==> config.mk <==
export PLATFORM = sky130hd
export DESIGN_NAME = bin_bcd_convertor
export DESIGN_NICKNAME = d
export VERILOG_FILES = /design/src/rtl/bin_bcd_convertor.sv
export SDC_FILE = /design/constraint.sdc
export NUM_CORES = 1
export LEC_CHECK = 0
export ABC_AREA = 1
export CAP_MARGIN = 10
export CORE_ASPECT_RATIO = 1.5
export CORE_MARGIN = 2
export CORE_UTILIZATION = 42
export CTS_BUF_LIST = sky130_fd_sc_hd__clkbuf_16
export CTS_CLUSTER_DIAMETER = 80
export DETAILED_ROUTE_END_ITERATION = 7
export GPL_ROUTABILITY_DRIVEN = 0
export PLACE_DENSITY = 0.62
export SYNTH_ARGS = -nofsm -noshare
export SYNTH_HDL_FRONTEND = slang
export SYNTH_SLANG_ARGS = --single-unit
==> constraint.sdc <==
create_clock -name clk -period 3.1 [get_ports clk]
set_input_delay 0.62 -clock clk [delete_from_list [all_inputs] [get_ports clk]]
set_output_delay 0.62 -clock clk [all_outputs]
set_load 0.01 [all_outputs]
==> src/rtl/bin_bcd_convertor.sv <==
// bin_bcd_convertor: multi-cycle binary <-> packed BCD converter with a
// start/busy/done handshake. The converter processes one bit per clock.
//   mode 0: binary to BCD using shift-add-3 (double dabble)
//   mode 1: BCD to binary using shift-subtract-3, with digit and overflow checks
// Ports:
//   clk, rst          rising-edge clock, synchronous active-high reset
//   start             request; sampled only while idle (busy == 0)
//   mode              0: bin->bcd, 1: bcd->bin; captured with start
//   bin_in            binary operand (mode 0); captured with start
//   bcd_in            packed BCD operand, digit 0 in [3:0] (mode 1); captured with start
//   busy              conversion in progress
//   done              one-cycle completion pulse
//   bcd_out           mode-0 result; held until the next mode-0 completion
//   bin_out           mode-1 result; held until the next mode-1 completion
//   err               mode 1: an input digit was > 9
//   ovf               mode 1: the BCD value does not fit in BIN_W bits
module bin_bcd_convertor #(
    parameter int unsigned BIN_W  = 8,
    parameter int unsigned DIGITS = 3
) (
    input  logic                clk,
    input  logic                rst,
    input  logic                start,
    input  logic                mode,
    input  logic [BIN_W-1:0]    bin_in,
    input  logic [4*DIGITS-1:0] bcd_in,
    output logic                busy,
    output logic                done,
    output logic [4*DIGITS-1:0] bcd_out,
    output logic [BIN_W-1:0]    bin_out,
    output logic                err,
    output logic                ovf
);

    localparam int unsigned BCD_W = 4 * DIGITS;
    localparam int unsigned ACC_W = BIN_W + BCD_W;
    localparam int unsigned N_MAX = (BIN_W > BCD_W) ? BIN_W : BCD_W;
    localparam int unsigned CNT_W = $clog2(N_MAX + 1);

    typedef enum logic [1:0] {
        IDLE  = 2'd0,
        SHIFT = 2'd1,
        FIN   = 2'd2
    } state_t;

    state_t state, state_next;

    // Working register: BCD field on top, binary accumulator below.
    // Mode 0 loads the operand into the accumulator's top BIN_W bits.
    // Mode 1 leaves the result as acc_q >> BIN_W after all shifts.
    logic [BCD_W-1:0] bcd_q;
    logic [ACC_W-1:0] acc_q;
    logic [CNT_W-1:0] cnt_q;
    logic             mode_q;
    logic             bad_q;

    logic             load;
    logic             step;
    logic             finish;
    logic             bcd_invalid;

    logic [BCD_W-1:0] bcd_adj;
    logic [BCD_W-1:0] bcd_shr;
    logic [BCD_W-1:0] bcd_sub;
    logic [ACC_W-1:0] value;

    function automatic logic [BCD_W-1:0] add3(input logic [BCD_W-1:0] v);
        add3 = v;
        for (int i = 0; i < int'(DIGITS); i++) begin
            if (v[4*i +: 4] >= 4'd5) add3[4*i +: 4] = v[4*i +: 4] + 4'd3;
        end
    endfunction

    function automatic logic [BCD_W-1:0] sub3(input logic [BCD_W-1:0] v);
        sub3 = v;
        for (int i = 0; i < int'(DIGITS); i++) begin
            if (v[4*i +: 4] >= 4'd8) sub3[4*i +: 4] = v[4*i +: 4] - 4'd3;
        end
    endfunction

    // Any digit of the incoming BCD operand above 9
    always_comb begin
        bcd_invalid = 1'b0;
        for (int i = 0; i < int'(DIGITS); i++) begin
            if (bcd_in[4*i +: 4] > 4'd9) bcd_invalid = 1'b1;
        end
    end

    // Per-iteration datapath terms for both directions
    always_comb begin
        bcd_adj = add3(bcd_q);
        bcd_shr = {1'b0, bcd_q[BCD_W-1:1]};
        bcd_sub = sub3(bcd_shr);
        value   = acc_q >> BIN_W;
    end

    // State register
    always_ff @(posedge clk) begin
        if (rst) state <= IDLE;
        else     state <= state_next;
    end

    // Next-state and datapath control
    always_comb begin
        state_next = state;
        load       = 1'b0;
        step       = 1'b0;
        finish     = 1'b0;
        case (state)
            IDLE: begin
                if (start) begin
                    load       = 1'b1;
                    state_next = (mode && bcd_invalid) ? FIN : SHIFT;
                end
            end
            SHIFT: begin
                step = 1'b1;
                if (cnt_q == CNT_W'(1)) state_next = FIN;
            end
            FIN: begin
                finish     = 1'b1;
                state_next = IDLE;
            end
            default: state_next = IDLE;
        endcase
    end

    // Working registers and registered outputs
    always_ff @(posedge clk) begin
        if (rst) begin
            bcd_q   <= '0;
            acc_q   <= '0;
            cnt_q   <= '0;
            mode_q  <= 1'b0;
            bad_q   <= 1'b0;
            busy    <= 1'b0;
            done    <= 1'b0;
            bcd_out <= '0;
            bin_out <= '0;
            err     <= 1'b0;
            ovf     <= 1'b0;
        end else begin
            done <= 1'b0;
            if (load) begin
                busy   <= 1'b1;
                mode_q <= mode;
                if (mode) begin
                    bcd_q <= bcd_in;
                    acc_q <= '0;
                    cnt_q <= CNT_W'(BCD_W);
                    bad_q <= bcd_invalid;
                end else begin
                    bcd_q <= '0;
                    acc_q <= {bin_in, BCD_W'(0)};
                    cnt_q <= CNT_W'(BIN_W);
                    bad_q <= 1'b0;
                end
            end
            if (step) begin
                cnt_q <= cnt_q - CNT_W'(1);
                if (mode_q) begin
                    bcd_q <= bcd_sub;
                    acc_q <= {bcd_q[0], acc_q[ACC_W-1:1]};
                end else begin
                    bcd_q <= {bcd_adj[BCD_W-2:0], acc_q[ACC_W-1]};
                    acc_q <= {acc_q[ACC_W-2:0], 1'b0};
                end
            end
            if (finish) begin
                busy <= 1'b0;
                done <= 1'b1;
                if (mode_q) begin
                    err <= bad_q;
                    if (bad_q) begin
                        bin_out <= '0;
                        ovf     <= 1'b0;
                    end else begin
                        bin_out <= value[BIN_W-1:0];
                        ovf     <= |(value >> BIN_W);
                    end
                end else begin
                    bcd_out <= bcd_q;
                    err     <= 1'b0;
                    ovf     <= 1'b0;
                end
            end
        end
    end

endmodule

==> impl_metrics.ini <==
[sta]
post-route-period-util_pct = 61.29
drv_slew = 0
rsz0062_at_grt = false
setup-tns-final_ns = 0
setup_viol = 0
slew_headroom_pct = 52.69
finalClockSkew_ns = 0.005432
fmax_mhz = 526.3
period_needed_ns = 1.900
tightestPinTransition_ns = 0.7089
hold_viol = 0

[route]
finalWirelength_um = 8537
drt-met1-wl_um = 3493
final_antenna_net_count = 0
wl_per_cell_um = 13.93
wl_met2_um = 4276
met3_length_um = 457
drt-vias-per-instance = 5.199
initialDrtViolationCount = 138
post-route-drc-count = 0
top_layer_used = met4
drt_pass1_iterations = 5
via_count = 3187

[clock_tree]
clk-insertion-delay-late_ns = 0.33
clk_pin_slew_ns = 0.05
cts.path.max_buffers = 2
cts.sinks = 64
postCtsHoldBufs = 0
htreeDepth = 3
root_buffer = clkbuf_16
post_cts_buffers = 0
post_cts_resized = 0
cts_tree = yes
cts_buffers = 9

[setup_path]
path_cells = clkdlybuf4s50_1 > nand2_1 > nand2_2 > inv_2 > nand2_1 > nand3_1 > nor2_1 > nor2_1
arrival_ns = 2.10
worstSetupStartpoint = start
endpoint = bcd_q[7]
reg2reg_to = bcd_q[5]
crit_cells = 8
critPathMaxFanout = 26
critical-path-slowest-cell = clkdlybuf4s50_1
path_class = in2reg
reg2reg_slack_ns = 1.32
cp.required_ns = 3.30
crit-reg2reg-launch = bcd_q[4]
critPathBufInv = 2
critPathLaunchType = input port
r2r_cells = 10
critPathCaptureType = register
critical-path-top-delay-family = buffers and inverters
cpPeakStageDelay_ns = 0.49

[power_and_ir_drop]
power_leakage_nw = 1.581
ir_drop_uv = 349.8
p_per_area_nw_per_um2 = 536.0

[synth]
syn-num-nets = 503
synth_seq_cells = 64
synthCells = 465
synth_area_um2 = 3232
ys_types = 27
syn_area_per_cell_um2 = 6.950
seq_area_frac_synth_pct = 39.64
synth_warnings = 0

[global_route]
grt_antenna_before_repair = 0
grt_pass1_wl_um = 14260
grtUsageTotal_pct = 21.91
grt_pass1_vias = 3121
grt_max_degree = 49
overflow = 0

[place]
portBuffers = 47
hpwl_um = 5885

[floorplan]
ios = 48
core_area_um2 = 7564
initial_core_util_pct = 42.73
die_height_um = 111.4
fp.dieW_um = 75.63
rows = 39
fp.dieArea_um2 = 8427

[layout]
final_util_pct = 53.22
drive_gt1_share_pct = 5.675
diodes = 0
num-nets-final = 544
area_growth_syn_to_layout_pct = 24.55

[run_status]
status = finished clean

[flow_run]
maxCapViolations = 0

[worst_hold_path]
hold_class = reg2reg
-- final cells by class --
cell class | count | area, um^2
clock inverter | 7 | 55.05
multi-input combinational | 337 | 1678
inverter | 44 | 165.2
timing repair buffer | 50 | 493.0
clock buffer | 9 | 225.2
fill | 758 | 3538
tap | 102 | 127.6
sequential | 64 | 1281
-- worst min-delay path by stage --
| stage | startpoint | end | slack (ns) | depth (start not counted) |
|---|---|---|---|---|
| final | bcd_out[4] | bcd_out[4] | 0.46 | 2 |
| after global routing | bcd_out[8] | bcd_out[8] | 0.48 | 2 |
| after CTS | bcd_out[8] | bcd_out[8] | 0.46 | 2 |
| after detailed placement | bcd_out[4] | bcd_out[4] | 0.46 | 2 |
| after global placement | bcd_out[6] | bcd_out[6] | 0.45 | 2 |
| after floorplan | acc_q[0] | acc_q[0] | 0.44 | 2 |
-- routing by layer --
layer / vias to the layer above / global-route usage (%)
met5: - / 0
met4: 0 / 11.46
met3: 23 / 5.249
met2: 111 / 35.94
met1: 1443 / 25.59
li1: 1610 / -
-- cell families (layout without fill, tap and decap cells) --
kind of cell             count (synthesis)  count (layout)  share of synthesized area [%]
AND/OR/NAND/NOR                        218             218                          28.88
AO/OA/AOI/OAI                          103             103                          17.07
flip-flops                              64              64                          39.64
buffers and inverters                   64             110                          8.439
adder cells (fa/ha/maj)                 14              14                          5.420
XOR/XNOR                                 2               2                         0.5421
-- worst reg2reg max path, cell delays in order (launching register included) --
cell     delay (ns)
dfxtp_1        0.55
inv_1          0.23
ha_1           0.24
inv_1          0.06
nand2_1        0.10
nand3_1        0.14
nand2_1        0.06
nand3_1        0.09
nand2_1        0.07
nand2_1        0.05
a21oi_1        0.05
-- sequential cells by signal, indices dropped and copies added, names as in the netlist --
signal and cells:
acc_q 20, bad_q 1, bcd_out 12, bcd_q 12
bin_out 8, busy 1, cnt_q 4, done 1
err 1, mode_q 1, ovf 1, state 2
-- layout by cell type (no fill, tap or decap), drive strengths merged, types with 3 or more instances in the layout --
cell             n
a21oi           55
a22oi            5
a31oi            9
buf              3
clkbuf           9
clkdlybuf4s50   47
clkinv           4
dfxtp           64
ha              14
inv             46
nand2          150
nand3           30
nand4           10
nor2            25
o21ai           29
-- power breakdown --
group / leakage [nW] / total [W] / switching, W / internal, W
combinational: 0.915 / 0.000303 / 0.000195 / 0.000108
clock: 0.147 / 0.000955 / 0.000348 / 0.000607
sequential: 0.520 / 0.000900 / 0.0000406 / 0.000859
-- cells in the mapped netlist --
library cell  number  area share, %
nand3_2            1           0.31
nor2_2             2           0.39
buf_4              6            1.4
dfxtp_1           64             40
and2_1             1           0.19
o21ai_0           29            4.5
a211oi_1           1           0.23
buf_2              8            1.2
clkbuf_1           3           0.35
buf_1              3           0.35
nand4_1           10            1.9
a22oi_1            5            1.2
nand2_4            1           0.35
nor3_1             2           0.31
a21oi_1           55            8.5
inv_2              4           0.46
nand3_1           29            4.5
ha_1              14            5.4
nor2_1            20            2.3
o22ai_1            2           0.39
a31oi_1            9            1.7
o2111ai_1          2           0.54
inv_1             40            4.6
xor2_1             2           0.54
nand2_2            3           0.58
nor2_4             3            1.0
nand2_1          146             17
-- stage by stage --
step / worst slack (ns) / cell area, um^2 / hold slack (ns) / cells / total power [W]
2_1_floorplan: 1.746 / 3232 / 0.4439 / 465 / 0.001116
3_3_place_gp: 0.8902 / 3745 / 0.4476 / 597 / 0.001214
3_5_place_dp: 0.8614 / 3745 / 0.4552 / 597 / 0.001218
4_1_cts: 1.205 / 4025 / 0.4629 / 613 / 0.002175
5_1_grt: 1.013 / 4025 / 0.4784 / 613 / 0.002260
6_report: 1.200 / 4025 / 0.4594 / 613 / 0.002157
(Power assumes the default switching activity.)
